===== src/rtl/stepper_phase_decoder.sv =====
// Stepper coil-phase decoder.
// Watches the 4-bit coil pattern that drives a stepper motor and works out the motion from it:
// step events, direction and a signed position count. It also flags illegal patterns and
// transitions. Its place is beside the controller or at the far end of the coil bus, where it
// serves as an independent position check.
module stepper_phase_decoder #(
    parameter int POS_W    = 16,
    parameter int FILT_CYC = 2,
    parameter int IDLE_CYC = 16
) (
    input  logic             clk,
    input  logic             reset,
    input  logic             enable,
    input  logic [3:0]       phase_in,
    input  logic             clear_pos,
    input  logic             clear_err,
    output logic [POS_W-1:0] position,
    output logic             dir,
    output logic             step_pulse,
    output logic             moving,
    output logic             locked,
    output logic             err_pulse,
    output logic             err_sticky
);

    localparam logic [3:0]  FILT_N = 4'(FILT_CYC);
    localparam logic [15:0] IDLE_N = 16'(IDLE_CYC);

    typedef enum logic [1:0] {
        ST_ACQUIRE,
        ST_TRACK,
        ST_FAULT
    } state_t;

    state_t     r_state;
    logic [3:0] r_sync;
    logic [3:0] r_cand;
    logic [3:0] r_filt_cnt;
    logic       r_acc;
    logic [3:0] r_acc_pat;
    logic       r_en_d;
    logic [2:0] r_ref;
    logic [15:0] r_idle;

    logic             w_valid;
    logic             w_off;
    logic             w_invalid;
    logic [2:0]       w_idx;
    logic [2:0]       w_delta;
    logic             w_legal_delta;
    logic             w_bad_delta;
    logic [POS_W-1:0] w_step_val;
    logic             w_en_rise;
    logic             w_evt;
    logic             w_step;
    logic             w_err;

    // Decode the accepted pattern into a half-step index, OFF or INVALID.
    always_comb begin
        // NOTE: every combinational output gets a default first so no path leaves it unassigned,
        // which would otherwise infer a latch.
        w_idx   = 3'd0;
        w_valid = 1'b1;
        w_off   = 1'b0;
        case (r_acc_pat)
            4'b1000: w_idx = 3'd0;
            4'b1100: w_idx = 3'd1;
            4'b0100: w_idx = 3'd2;
            4'b0110: w_idx = 3'd3;
            4'b0010: w_idx = 3'd4;
            4'b0011: w_idx = 3'd5;
            4'b0001: w_idx = 3'd6;
            4'b1001: w_idx = 3'd7;
            4'b0000: begin
                w_valid = 1'b0;
                w_off   = 1'b1;
            end
            default: w_valid = 1'b0;
        endcase
    end

    assign w_invalid = ~w_valid & ~w_off;

    // The modulo-8 delta is read as a signed 3-bit value. The values 1, 2, 6 and 7 mean
    // +1, +2, -2 and -1. The values 3, 4 and 5 are too far for the drive to have produced,
    // so they are illegal.
    assign w_delta       = w_idx - r_ref;
    assign w_legal_delta = (w_delta == 3'd1) || (w_delta == 3'd2) ||
                           (w_delta == 3'd6) || (w_delta == 3'd7);
    assign w_bad_delta   = (w_delta == 3'd3) || (w_delta == 3'd4) || (w_delta == 3'd5);
    assign w_step_val    = {{(POS_W-3){w_delta[2]}}, w_delta};

    assign w_en_rise = enable & ~r_en_d;
    assign w_evt     = enable & ~w_en_rise & r_acc;
    assign w_step    = w_evt & (r_state == ST_TRACK) & w_valid & w_legal_delta;
    assign w_err     = w_evt & (w_invalid | ((r_state == ST_TRACK) & w_valid & w_bad_delta));

    // Sync stage followed by a stability filter.
    // A one-cycle acceptance strobe fires when the filter count reaches FILT_CYC.
    always_ff @(posedge clk) begin
        // NOTE: every register in this design is a small control register, so every one of them
        // gets a reset value. All sequential state uses non-blocking assignments.
        if (reset) begin
            r_sync     <= 4'd0;
            r_cand     <= 4'd0;
            r_filt_cnt <= 4'd0;
            r_acc      <= 1'b0;
            r_acc_pat  <= 4'd0;
            r_en_d     <= 1'b1;
        end else begin
            r_sync <= phase_in;
            r_en_d <= enable;
            if (w_en_rise) begin
                r_cand     <= 4'd0;
                r_filt_cnt <= 4'd0;
                r_acc      <= 1'b0;
            end else if (!enable) begin
                r_acc <= 1'b0;
            end else if (r_sync != r_cand) begin
                r_cand     <= r_sync;
                r_filt_cnt <= 4'd1;
                r_acc      <= (FILT_N == 4'd1);
                r_acc_pat  <= r_sync;
            end else if (r_filt_cnt < FILT_N) begin
                r_filt_cnt <= r_filt_cnt + 4'd1;
                r_acc      <= (r_filt_cnt + 4'd1 == FILT_N);
                r_acc_pat  <= r_cand;
            end else begin
                r_acc <= 1'b0;
            end
        end
    end

    // Tracking FSM with registered outputs: position, direction, strobes, error and idle timer.
    always_ff @(posedge clk) begin
        if (reset) begin
            r_state    <= ST_ACQUIRE;
            r_ref      <= 3'd0;
            r_idle     <= 16'd0;
            position   <= '0;
            dir        <= 1'b0;
            step_pulse <= 1'b0;
            moving     <= 1'b0;
            locked     <= 1'b0;
            err_pulse  <= 1'b0;
            err_sticky <= 1'b0;
        end else begin
            step_pulse <= w_step;
            err_pulse  <= w_err;

            if (w_err)
                err_sticky <= 1'b1;
            else if (clear_err)
                err_sticky <= 1'b0;

            if (clear_pos)
                position <= '0;
            else if (w_step)
                position <= position + w_step_val;

            if (w_step)
                dir <= ~w_delta[2];

            if (w_step) begin
                r_idle <= IDLE_N;
                moving <= 1'b1;
            end else if (r_idle != 16'd0) begin
                r_idle <= r_idle - 16'd1;
                moving <= (r_idle != 16'd1);
            end

            if (w_en_rise) begin
                r_state <= ST_ACQUIRE;
                locked  <= 1'b0;
            end else if (w_evt) begin
                case (r_state)
                    ST_ACQUIRE, ST_FAULT: begin
                        if (w_valid) begin
                            r_ref   <= w_idx;
                            r_state <= ST_TRACK;
                            locked  <= 1'b1;
                        end
                    end
                    ST_TRACK: begin
                        if (w_err) begin
                            r_state <= ST_FAULT;
                            locked  <= 1'b0;
                        end else if (w_valid) begin
                            r_ref <= w_idx;
                        end
                    end
                    default: begin
                        r_state <= ST_ACQUIRE;
                        locked  <= 1'b0;
                    end
                endcase
            end
        end
    end

endmodule


===== config.mk =====
export PLATFORM = sky130hd
export DESIGN_NAME = stepper_phase_decoder
export DESIGN_NICKNAME = d
export VERILOG_FILES = /design/src/rtl/stepper_phase_decoder.sv
export SDC_FILE = /design/constraint.sdc
export NUM_CORES = 1
export LEC_CHECK = 0
export CAP_MARGIN = 40
export CORE_MARGIN = 8
export CORE_UTILIZATION = 40
export DETAILED_ROUTE_END_ITERATION = 8
export PLACE_DENSITY = 0.6
export RECOVER_POWER = 25
export SLEW_MARGIN = 20
export SYNTH_ARGS = -nofsm -noshare
export SYNTH_HDL_FRONTEND = slang
export SYNTH_SLANG_ARGS = --single-unit

===== constraint.sdc =====
create_clock -name clk -period 4.95 [get_ports clk]
set_input_delay 0.7425 -clock clk [delete_from_list [all_inputs] [get_ports clk]]
set_output_delay 0.7425 -clock clk [all_outputs]
set_load 0.01 [all_outputs]

# --- Yosys cells after proc, flatten, opt, wreduce, memory -nomap -nowiden ---
# Cells that the tools add are included.
classes:
  eq_ne: 23
  shift: 0
  reduce_logical: 23
  n_div: 0
  n_addsub: 4
  multipliers: 0
  mux: 22
  magnitude_cmp: 1
  n_bitwise: 18
op_table:
  columns: ["operator", "n"]
  rows:
  - ["$pmux W3 S7", 1]
  - ["$add A16 B16 Y16", 1]
  - ["$mux W4", 4]
  - ["$ne A16 B1 Y1 const B", 1]
  - ["$reduce_bool A16 Y1", 1]
  - ["$sub A16 B1 Y16 const B", 1]
  - ["$eq A3 B3 Y1 const B", 4]
  - ["$eq A4 B2 Y1 const B", 3]
  - ["$eq A4 B4 Y1 const B", 3]
  - ["$and A1 B1 Y1", 10]
  - ["$mux W5", 2]
  - ["$eq A4 B3 Y1 const B", 2]
  - ["$mux W1", 8]
  - ["$reduce_bool A2 Y1", 4]
  - ["$reduce_or A2 Y1", 4]
  - ["$reduce_or A8 Y1", 1]
  - ["$not A1 Y1", 7]
  - ["$eq A3 B2 Y1 const B", 2]
  - ["$mux W3", 2]
  - ["$ne A2 B2 Y1 const B", 3]
  - ["$pmux W3 S2", 1]
  - ["$reduce_and A3 Y1", 2]
  - ["$logic_or A1 B1 Y1", 5]
  - ["$reduce_or A5 Y1", 1]
  - ["16 further kinds", 18]
totals:
  word_cells: 108
  rom_bits: 0
  latchBits: 0
  ram_bits: 0
  output_inout_bits: 22
  register_bits: 61
  input_bits: 9
  mem_count: 0

# --- Depth between registers and ports, before layout ---
# Gate-level depths: netlist of the first run.
depth:
  word_depth: 11
  ltp_mapped: 17
  mapped_depth_nobuf: 16

# --- Worst setup path after synthesis of the first run ---
# Ideal clock, no wire load.
synth_path:
  kind: "flip-flop to flip-flop"
  start: "register r_acc_pat[2]"
  end: "register position[15]"
  path_stages_with_launch: 18
  arrival_time_ns: 3.435
  path_buffers: 1
  t_required_ns: 4.880
  period_less_slack_ns: 3.505
  slack_ns: 1.445
  setup_time_ns: 0.070
  cell_sequence: "dfxtp_1 clkbuf_2 xor2_1 nand2_1 ha_1 inv_1 fa_1 xnor2_1 xnor2_2 inv_2 ha_1 a211o_1 a221oi_1 o21bai_1 a21oi_1 xnor2_1 or3_1 a21oi_1"
synth_between:
  elab_chain_cells: 8
  elab_cells_between_ends: 22
  cone_classes: "add/sub: 2; eq/ne: 12; mux: 2; bitwise: 2; reduce/logical: 4"
synth_rtl:
  columns: ["item", "line_no", "source"]
  rows:
  - ["start: declaration", "40", "logic [3:0] r_acc_pat;"]
  - ["start signal: assignment", "123", "r_acc_pat <= r_sync;"]
  - ["start signal: assignment", "127", "r_acc_pat <= r_cand;"]
  - ["branches (longest 8 deep; another with $add A16 B16 Y16)", null, null]
  - ["end signal: assignment", "159", "position <= position + w_step_val;"]
  - ["end: declaration", "17", "output logic [POS_W-1:0] position,"]
# Parallel ways; which one is timed is not known.
# A chain may end at the register's enable or synchronous reset.

# --- Final worst setup path of the first run ---
layout_path:
  start: "register r_acc_pat[1]"
  end: "register position[14]"
# Same word-level chain as after synthesis.

==> results of run 1 <==
-- state kept, by name (all words and copies together), names as in the netlist, 2 cells and up --
signal,count
r_idle,16
position,16
r_sync,4
r_cand,4
r_ref,3
r_acc_pat,4
r_state,2
r_filt_cnt,4
-- cell type report --
class / count / area, um^2
sequential: 61 / 1220
timing repair buffer: 32 / 315
multi-input combinational: 295 / 1940
tap: 105 / 131
fill: 833 / 4240
clock inverter: 4 / 47.5
clock buffer: 12 / 145
inverter: 14 / 52.6
-- path summary, 6_finish.rpt --
| path | endpoint | slack [ns] |
|---|---|---|
| max | position[14] | 1.08 |
| min | r_filt_cnt[3] | 0.47 |
| max reg2reg | position[14] | 1.08 |
| min reg2reg | r_filt_cnt[3] | 0.47 |
-- critical path: cells and delay by family (launching register included) --
kind                       cells  cell delay (ns)
AOI/OAI and AO/OA              4             0.80
xor gates and xnor gates       3             0.61
DFF                            1             0.46
adders and majority gates      3             0.90
buffers and inverters          2             0.28
and+or+nand+nor                4             0.76
-- routing by layer --
metal	track usage [%]	share of wire (%)
met3	3.33	3.4
met5	0	0
met4	6.33	1.6
met1	16.6	51
met2	19.3	44
-- where the power goes --
| part | internal (uW) | total, uW | leakage (uW) | switching (uW) |
|---|---|---|---|---|
| sequential | 554 | 610 | 0.000497 | 55.9 |
| clock | 245 | 433 | 0.0000964 | 188 |
| combinational | 172 | 385 | 0.000949 | 213 |
| total | 971 | 1430 | 0.00154 | 457 |
-- cell families after synthesis --
logic type                 after synthesis  share of synthesized area [%]
AOI/OAI and AO/OA                       86                           16.9
xor gates and xnor gates                31                           8.52
adders and majority gates               23                           9.24
buffers and inverters                   27                           3.59
DFF                                     61                           37.3
muxes                                   13                           3.97
and+or+nand+nor                        142                           20.5
-- placed cells by master, fill, tap and decap left out, drive strengths merged, types with 4 or more instances in the layout --
cell and count:
a211oi 4, a21o 5, nor4 4, clkdlybuf4s50 23
dfxtp 61, clkbuf 13, nor2 50, nor2b 9
nand3 6, a21oi 35, o21ai 10, a31oi 4
mux2i 13, or3 4, xnor2 22, xor2 9
dlygate4sd3 7, ha 21, inv 14, nand2 37
nor3 10, o21a 11, nand2b 7
-- through the flow --
step / hold slack (ns) / power [uW] / instance area, um^2 / util (%)
floorplan: 0.431 / 932 / 3280 / -
global placement: 0.449 / 1000 / 3650 / 45.1
detailed placement: 0.455 / 1010 / 3650 / 45.1
CTS: 0.478 / 1450 / 3840 / 47.5
global route: 0.497 / 1540 / 3850 / 47.6
finish: 0.471 / 1430 / 3850 / 47.6
==> out/summary.md, run 1 <==
The least setup slack across all paths after layout is 1.08 ns. For this run, the total global-route usage over all layers was measured as 12.8%. The number of clock buffers added by TritonCTS is 9. Setup repair after global routing left no endpoint under its margin. The cell chosen for the clock root was clkbuf_8. Dividing the detail-routed via count by the number of cells gives 5.04. The run gives 506 as the placed instance count.

The H-tree generated during clock tree synthesis spans 3 levels. The share of the clock period used by the worst path works out to 78.2%. The logs give 103 for the number of DRC violations after detailed-routing iteration 0 and 23 for the pin count of the biggest net entering global routing. Type of the most critical hold path: reg2reg. The async set-reset flop share out of synthesis came out at 0%.

The most used flip-flop cell after synthesis was dfxtp_1. Counting every instance in the synthesized netlist gives 383. The final layout contains routed wiring with a total length of 6750 um.

The number of stages on the worst hold path came out at 1. The top cell type by total area after synthesis is dfxtp_1. The reg-to-reg critical path startpoint is r_acc_pat[1].

The critical-path maximum fanout came out at 15. Via count of the first global-routing pass: 2552. The tree built by TritonCTS fans out to 61 sinks. The largest stage delay on the critical path was 0.46 ns. The beginning of the worst hold path was r_filt_cnt[3]. In the final routed layout, each cell accounts on average for 12.9 um. Ranked by total cell area, the synthesized netlist is headed by dfxtp_1 37%, ha_1 8.0%, nor2_1 5.7%. The first global-routing pass estimated 12000 um of wire. Ranked by instance count, the synthesized netlist is headed by 61 x dfxtp_1, 50 x nor2_1, 37 x nand2_1, 33 x a21oi_1. The logs give 0.33 ns for the clock latency at the later pin of the worst-skew pair and 0.00154 uW for the leakage power figure. The start point of the critical path was r_acc_pat[1]. Synthesis produced a netlist with a net count of 415.

Compared with the post-synthesis result, the final layout area differs by 17.5%. 0 antenna diodes ended up in the layout. Count of instances resized after the clock tree is built: 0.

Most frequent cell after synthesis: dfxtp_1. The run gives 0.171 mV as the maximum vdd ir drop. In the final layout, the share of cells above drive strength 1 is 5.74%. STA classifies the critical path endpoint as a flip-flop. Power spread over the standard cell area amounts to 371 nW/um^2. The floorplan step defined a core boundary enclosing 8090 um^2. A synthesized cell averages 8.56 um^2.

The count of port buffers added during placement is 30, and the number of antenna violations at the first check in global routing is 0. The number of non-filler instances in the completed layout was 523. The net count of the finished layout was 445. The setup path with the least slack is of type reg2reg. The headroom to the max-slew limit is 29.5%, and the post-synthesis sequential element count is 61. The routability congestion estimate from global placement was 0.856.

The tools report the number of nets still failing antenna checks after routing as 0. The tools report the type of origin of the critical path as a flip-flop. Timing analysis after detailed placement gives a worst setup slack of 1.09 ns.

Slowest stage cell on the critical path: dfxtp_1. In the final timing run, aggregate negative setup slack is 0 ns. For this run, design rule violations remaining after detail routing come to 0. Setup violations remaining at the end of the flow were counted as 0. The yosys synthesis warning count was 0; the number of vias after detailed routing was 2636.

The arrival time of the worst setup path was 4.14 ns; the half-perimeter wire length after detailed placement was 4850 um. The flow ran to the end, and the final reports show no timing, DRC or antenna violations. For this configuration, the core starts out at a cell density of 40.5%. The die width was 107 um. The share of synthesized area in the top cell type comes to 37.3%. After clock tree synthesis, the clock-pin slew on the worst setup and hold paths is 0.06 ns.

The library cell appearing most often on the critical path was ha_1. TritonCTS built the clock tree. The number of max-cap violations is 0, and the height of the die is 107 um. The synthesized design contains 0 enable-type register cells.

Worst reg-to-reg path cell count: 16. Synthesized cell area: 3280 um^2. Pin placement for this block handled 31 I/O pins. In this run, distinct cell masters in the synthesized netlist total 51. The floorplan has 33 rows. The logs give 0 for the final number of hold-violating endpoints and 0.258 GHz for the highest clock frequency the design can meet. Traced cell by cell, the critical path runs through xor2_1, nand2_1, ha_1, inv_1, fa_1, xnor2_1, xnor2_2, inv_2, ha_1, nor2b_1, o31a_1, o21bai_1, a21oi_1, a31oi_1, or4_1, nand3_1. The tools report the sequential fraction of the synthesis area as 37.3%. The tools report the number of iterations in the first detailed-routing pass as 5. Number of setup buffers added after CTS: 0.

The tools report the total die area as 11300 um^2. The logs give 0 for the max-slew violation total from the final report and 0 for the remaining global-route overflow. For this design, the CTS-stage hold fixing added 0 buffers. Data on the critical path is required at its endpoint by 5.22 ns.

The time the worst path needs with I/O delays and setup works out to 3.87 ns. The logs give 0.00486 ns for the final setup skew and 2 for the number of buffers on the longest clock path. At the pin with the least slew margin, the transition time is 1.06 ns.
Note: power is estimated with default switching activity, not from simulation.
==> run 2: changes to the inputs <==
--- a/config.mk
+++ b/config.mk
@@ -9,7 +9,7 @@
 export CORE_MARGIN = 8
 export CORE_UTILIZATION = 40
 export DETAILED_ROUTE_END_ITERATION = 8
-export PLACE_DENSITY = 0.6
+export PLACE_DENSITY = 0.62
 export RECOVER_POWER = 25
 export SLEW_MARGIN = 20
 export SYNTH_ARGS = -nofsm -noshare
==> constraint.sdc (replaced) <==
create_clock -name clk -period 3.4 [get_ports clk]
set_input_delay 0.51 -clock clk [delete_from_list [all_inputs] [get_ports clk]]
set_output_delay 0.51 -clock clk [all_outputs]
set_load 0.01 [all_outputs]
==> run 2 against run 1 <==
  * Worst setup slack got worse by 1.1 ns
  * Hold slack better by 0.0025 ns
  * Clock-buffer cell count fell by 2
  * Power up 58%
  * Utilization grew 3.3 points
  * Largest power group unchanged
  * Critical path type unchanged
  * Maximum frequency increased by 14%
==> out/summary.md, run 2 (synthesis gave the netlist of run 1 again) <==
The run gives 0 ns (unchanged) as the aggregate negative setup slack. The tools report the final setup skew as 0.00958 ns (+0.00471 ns). The logs give 22 (-4.3%) for the pin count of the biggest net entering global routing and 0 (unchanged) for the count of inserted antenna diode cells. The routed via count divided by cell count works out to 5.07 (+0.57%). The most frequent standard cell in the layout excluding fill and tap cells is dfxtp_1.

Number of sinks handled by clock tree synthesis: 61 (unchanged). The logs give 36.6% (+7.1 points) for the headroom to the max-slew limit and 0 (unchanged) for the remaining global-route overflow. Leakage power figure: 0.00162 uW (+5.3%). The net count of the finished layout came out at 458 (+2.9%). Endpoint required time on the critical path: 3.68 ns (-1.54 ns). Die width: 107 um (unchanged). The share of the clock period used by the worst path works out to 99.5% (+21 points).

The tools report the final number of hold-violating endpoints as 0 (unchanged). Clock tree synthesis selected as its root buffer the cell clkbuf_8. The number of max-cap violations was 0 (unchanged); the count of port buffers added during placement was 30 (unchanged).

The logs give 0 (unchanged) for the number of hold buffers added after cts and 0 (unchanged) for the number of setup violations in the final report. The run gives 3.66 ns (-0.48 ns) as the arrival time of the worst setup path. The worst register-to-register path begins at r_acc_pat[0]. For the pre-CTS worst setup slack, the log shows -0.0103 ns (-1.10 ns).

The logs give 0 (unchanged) for the number of nets still failing antenna checks after routing and 0.296 GHz (+14%) for the highest clock frequency the design can meet. For the number of buffers on the longest clock path, the log shows 2 (unchanged). The logs give 40.5% (unchanged) for the starting density of the core and 50.9% (+3.3 points) for the final design utilization. In the final layout, the registers with the most flip-flops are position x16, r_idle x16. The number of H-tree levels is 3 (unchanged), and the final hold slack is 0.474 ns (+0.00250 ns).

The endpoint class of the critical path was a flip-flop. The maximum vdd ir drop was 0.257 mV (+51%); the worst-margin pin slew was 0.950 ns (-0.106 ns). Row count: 33 (unchanged).

The height of the die was 107 um (unchanged); the number of antenna violations at the first check in global routing was 0 (unchanged). Relative to the synthesized area, the layout overhead comes to 25.7%. The type of the most critical hold path was reg2reg.

Total power divided by cell area: 547 nW/um^2 (+47%). For the total CTS buffers, the log shows 9 (unchanged). For the max-slew violation total from the final report, the log shows 0 (unchanged). Setup repair after global routing could not meet its margin everywhere. The critical-path maximum fanout came out at 14 (-1). The total die area came out at 11300 um^2 (unchanged). The worst setup path is launched from a flip-flop.

The clock transition at the register clock pins on the worst setup and hold paths after CTS works out to 0.07 ns (about the same). The class of the most critical setup path is reg2reg. The detail-routed net length per standard cell is 13.1 um (+1.4%). The fraction of final layout cells with drive strength greater than 1 is 13.0% (+7.3 points). The remaining design rule violation count is 0 (unchanged). TritonCTS built the clock tree. The logs give 74 (-28%) for the number of DRC violations after detailed-routing iteration 0 and 31 (unchanged) for the total I/O pin count. The flow ran to the end, and the final reports show no timing, DRC or antenna violations.

The run gives 790 (-5.2%) as the number of fillers in the final layout. The logs give 0.34 ns (about the same) for the clock latency at the later pin of the worst-skew pair and 4 (-1) for the number of iterations in the first detailed-routing pass. Tracing the worst setup path back leads to its startpoint at r_acc_pat[0].

The number of vias after detailed routing is 2717 (+3.1%). Aggregate routed wire length: 7010 um (+4.0%). In the layout the commonest cells are 58 x dfxtp_1, 50 x nor2_1, 37 x nand2_1, 31 x a21oi_1, 28 x clkdlybuf4s50_1.

The tools report the half-perimeter wire length after detailed placement as 4970 um (+2.4%). Beginning of the worst hold path: r_filt_cnt[3]. The least setup slack across all paths after layout was 0.0186 ns (-1.06 ns). For the routability congestion estimate from global placement, the log shows 0.807 (-5.7%). The via count of the first global-routing pass is 2722 (+6.7%), and the area of the core region is 8090 um^2 (unchanged). The time the worst path needs with I/O delays and setup is 3.38 ns (-0.490 ns), and the first-pass GRT wire length is 12300 um (+3.1%). The all-layer global routing usage was 13.3% (+0.47 points).
[run 2: cell types whose count changed in the layout (fill, tap and decap cells not counted), moves of 2 or more]
cell,before,now
dfxtp_1,61,58
ha_4,0,5
a21oi_1,33,31
clkdlybuf4s50_1,23,28
o21bai_1,2,0
a221oi_2,0,2
a221oi_1,2,0
dlygate4sd3_1,7,2
ha_1,21,16
buf_4,0,14
dfxtp_2,0,3
bufinv_16,1,3
o21bai_2,0,2
a21oi_2,2,4
[run 2: worst paths after layout]
kind,to,slack (ns),depth (start not counted)
hold reg to reg,r_filt_cnt[3],0.47,1
setup / recovery,position[14],0.02,16
hold / removal,r_filt_cnt[3],0.47,1
setup reg to reg,position[14],0.02,16
[run 2: area by class of cell]
| class | instances | area, um^2 | area share, % |
|---|---|---|---|
| clock buffer | 10 | 128 | 3.10 |
| clock inverter | 6 | 111 | 2.70 |
| inverter | 14 | 66.3 | 1.61 |
| multi-input combinational | 295 | 2050 | 49.7 |
| sequential | 61 | 1220 | 29.7 |
| tap | 105 | 131 | 3.19 |
| timing repair buffer | 45 | 409 | 9.93 |
[run 2: repair_timing]
action                     4_1_cts  5_1_grt
setup buffers                    0        3
setup endpoints to repair        2        9
pin swaps                        2        1
gates cloned                     0        0
resized for setup                3        8
[run 2: critical path: stages (launching register included)]
cell       delay (ns)
dfxtp_2          0.35
xor2_1           0.17
nand2_1          0.07
ha_1             0.14
inv_1            0.05
fa_2             0.35
xnor2_2          0.15
xnor2_2          0.17
bufinv_8         0.25
ha_4             0.30
o21a_1           0.15
o2111ai_2        0.13
o21bai_2         0.24
a21oi_2          0.18
a31oi_1          0.13
or4_1            0.42
nand3_1          0.08
[run 2: power by group]
| part | internal (uW) | switching, uW | leakage [uW] |
|---|---|---|---|
| sequential | 807 | 79.8 | 0.000498 |
| clock | 487 | 295 | 0.000116 |
| combinational | 266 | 318 | 0.00101 |
[run 2: stage by stage]
stage | total power, uW | cells | area [um^2]
finish | 2250 | 536 | 4120
CTS | 2270 | 533 | 4070
floorplan | 1370 | 383 | 3370
detailed placement | 1480 | 517 | 3830
global placement | 1470 | 517 | 3830
global route | 2410 | 536 | 4120
[run 2: layer usage]
layer	vias to the layer above	track usage [%]	wire length, um
met4	0	6.23	132
met3	11	3.87	299
met2	43	20.8	3130
met5	-	0	0
li1	1420	-	-
met1	1243	16.4	3450
==> run 3: changes to the inputs <==
--- a/config.mk
+++ b/config.mk
@@ -11,6 +11,7 @@
 export DETAILED_ROUTE_END_ITERATION = 8
 export PLACE_DENSITY = 0.62
 export RECOVER_POWER = 25
+export SKIP_LAST_GASP = 1
 export SLEW_MARGIN = 20
 export SYNTH_ARGS = -nofsm -noshare
 export SYNTH_HDL_FRONTEND = slang
==> run 3 against run 2 <==
  * The flow now finishes with violations (setup timing)
  * Power rose by 0.62%
  * Combinational power rose by 3%
  * Utilization rose by 1.9 points
  * Clock power barely moved
  * Clock skew barely moved
  * Register-to-register slack got worse by 0.04 ns
  * Worst setup slack got worse by 0.043 ns
  * First-iteration DRC count rose by 28%
  * Clock-buffer cell count did not move
  * Sequential power barely moved
==> out/summary.md, run 3 (synthesis gave the netlist of run 1 again) <==
The run finished, with violations left. The checks that failed: setup timing. The placed instance count was 517 (unchanged); the all-layer global routing usage was 13.2% (-0.051 points).

Number of H-tree levels: 3 (unchanged). The total I/O pin count was 31 (unchanged). The routed via count divided by cell count came out at 5.07 (about the same). The tools report the endpoint required time on the critical path as 3.68 ns (about the same). The reg-to-reg critical path endpoint is position[14]. The logs give 20.7% (-0.089 points) for the met2 track utilization from global routing and -0.0247 ns (-0.0433 ns) for the least setup slack across all paths after layout. Worst reg-to-reg path cell count: 17 (+1). The critical-path maximum fanout is 6 (-8), and the first-pass GRT wire length is 12300 um (-0.33%). The type of the most critical hold path is reg2reg.

The final setup skew is 0.00987 ns (+0.000290 ns). The highest clock frequency the design can meet is 0.292 GHz (-1.3%), and the die width is 107 um (unchanged). The final number of hold-violating endpoints is 0 (unchanged), and the total die area is 11300 um^2 (unchanged).

The number of setup violations in the final report was 1 (+1). The run gives 0 (unchanged) as the remaining global-route overflow. The tools report the arrival time of the worst setup path as 3.70 ns (+0.04 ns).

For the total CTS buffers, the log shows 9 (unchanged). The detail-routed net length per standard cell is 13.1 um (-0.15%), and the register-to-register setup slack is -0.02 ns (-0.04 ns). The total power divided by cell area is 531 nW/um^2 (-3.0%). STA classifies the critical path endpoint as a flip-flop. The area of the core region is 8090 um^2 (unchanged).

The starting density of the core was 40.5% (unchanged); the number of buffer and inverter instances along the worst setup path was 3 (+1). The row count came out at 33 (unchanged). The tools report the termination of the worst setup path as position[14]. The remaining design rule violation count is 0 (unchanged).

The tools report the start point of the critical path as r_acc_pat[0]. For the number of sinks handled by clock tree synthesis, the log shows 61 (unchanged). After global routing, the most crowded layer is met2. The largest registers in the layout are position x16, r_idle x16. Setup repair after global routing could not meet its margin everywhere.

The final hold slack is 0.474 ns (+0.0000910 ns), and the number of antenna violations at the first check in global routing is 0 (unchanged). The run gives 0.34 ns (about the same) as the clock latency at the later pin of the worst-skew pair. The half-perimeter wire length after detailed placement is 4970 um (unchanged). Count of inserted antenna diode cells: 0 (unchanged).

The final design utilization came out at 52.8% (+1.9 points). The tools report the aggregate negative setup slack as -0.0247 ns (-0.0247 ns). The cell chosen for the clock root is clkbuf_8.

The share of the clock period used by the worst path is 101% (+1.3 points). The aggregate routed wire length is 7130 um (+1.7%), and the routability congestion estimate from global placement is 0.807 (unchanged). On the critical path the largest part of the delay comes from compound AO/OA/AOI/OAI gates. The run gives 0 (unchanged) as the number of nets still failing antenna checks after routing. For the total power, the log shows 2270 uW (+0.62%). The maximum vdd ir drop is 0.257 mV (about the same). The met3 routing resource usage after global routing came out at 3.87% (unchanged). Leaving out fill and tap cells, the most frequent cell in the layout is dfxtp_1.

The leakage power figure is 0.00167 uW (+2.7%). The number of vias after detailed routing came out at 2767 (+1.8%). Leaving out fill and tap cells, the most frequent cells in the layout are 58 x dfxtp_1, 48 x nor2_1, 37 x nand2_1, 31 x a21oi_1, 28 x clkdlybuf4s50_1. Traced cell by cell, the critical path runs through xor2_1, nand2_1, ha_1, inv_1, fa_2, xnor2_2, xnor2_2, bufinv_8, buf_6, ha_4, o21a_1, o31a_1, o21bai_4, a21oi_2, a31oi_1, or4_1, nand3_1.

The number of buffers on the longest clock path was 2 (unchanged); the number of fillers in the final layout was 769 (-2.7%). The pin count of the biggest net entering global routing was 22 (unchanged); the number of iterations in the first detailed-routing pass was 5 (+1). The cell that appears most often on the critical path is xnor2_2. The tools report the number of hold buffers added after cts as 0 (unchanged). The time the worst path needs with I/O delays and setup is 3.42 ns (+0.0433 ns), and the height of the die is 107 um (unchanged).

The tools report the number of DRC violations after detailed-routing iteration 0 as 95 (+28%). The run gives 2718 (-0.15%) as the via count of the first global-routing pass. The reg-to-reg critical path startpoint was r_acc_pat[0]. Number of max-cap violations: 0 (unchanged).

TritonCTS built the clock tree. The run gives 468 (+2.2%) as the net count of the finished layout. The critical path in this run is classified as reg2reg. The number of non-filler instances in the completed layout was 546 (+1.9%). The max-slew violation total from the final report was 0 (unchanged); the count of port buffers added during placement was 30 (unchanged).

The clock transition at the register clock pins on the worst setup and hold paths after CTS was 0.07 ns (about the same); the multi-input gate area in the final layout was 2100 um^2 (+2.7%). The fraction of met1 tracks used by global routing is 16.3% (-0.072 points). The headroom to the max-slew limit is 35.1% (-1.5 points). The type of origin of the critical path is a flip-flop. The number of logic stages on the critical path including buffering came out at 17 (+1). Among all stages on the critical path, the largest delay is contributed by or4_1.

Compared with the post-synthesis result, the final layout area differs by 30.4%. The fraction of final layout cells with drive strength greater than 1 is 16.6% (+3.6 points), and the area taken by flip-flops and latches is 1230 um^2 (+0.20%). The worst-margin pin slew works out to 0.973 ns (+0.0231 ns). Largest stage delay on the critical path: 0.41 ns (about the same).
-- run 3: cell count changes in the layout (fill, tap and decap cells not counted), moves of 2 or more --
cell,change
buf_6,+2
ha_1,-3
nor2_2,+2
ha_4,+2
buf_4,+7
nor2_1,-2
o21bai_2,-2
-- run 3: worst register-to-register path, delay by kind of cell (launching register included) --
kind	cells	cell delay, ns
buffers and inverters	3	0.41
and+or+nand+nor	3	0.55
adders and majority gates	3	0.77
xor gates and xnor gates	3	0.50
AOI/OAI and AO/OA	5	0.78
DFF	1	0.35
-- run 3: metrics by stage --
step,instance area (um^2),setup slack [ns]
after floorplan,3370,-0.0315
final,4270,-0.0247
after global placement,3830,0.0946
after global routing,4270,-0.227
after CTS,4070,-0.0375
after detailed placement,3830,-0.0103
-- run 3: where the power goes --
part | total, uW | internal [uW] | switching (uW)
combinational | 599 | 277 | 322
clock | 782 | 487 | 295
sequential | 886 | 806 | 79.8
-- run 3: layout make-up --
type                            instances  area share [%]
Inverter                               14            1.55
Clock buffer                           10            2.99
Sequential cell                        61            28.7
Tap cell                              105            3.07
Clock inverter                          6            2.61
Multi-Input combinational cell        295            49.3
Timing Repair Buffer                   55            11.8
-- run 3: timing repair --
action	in CTS	in global routing
pin swaps	1	20
gates resized for setup	1	23
endpoints found under the setup margin	2	10
setup buffers	0	13
-- run 3: worst min-delay path by stage --
stage | cells after the start | slack [ns] | startpoint | endpoint
after floorplan | 1 | 0.43 | r_filt_cnt[3] | r_filt_cnt[3]
after global placement | 1 | 0.45 | r_filt_cnt[3] | r_filt_cnt[3]
final | 1 | 0.47 | r_filt_cnt[3] | r_filt_cnt[3]
after CTS | 1 | 0.48 | r_filt_cnt[3] | r_filt_cnt[3]
after detailed placement | 1 | 0.45 | r_filt_cnt[3] | r_filt_cnt[3]
after global routing | 1 | 0.49 | r_filt_cnt[3] | r_filt_cnt[3]
-- run 3: routing by layer --
layer  up-vias  wire length (um)
met5         -                 0
met4         0               138
met3        12               285
met2        47              3190
met1      1269              3520
li1       1439                 -
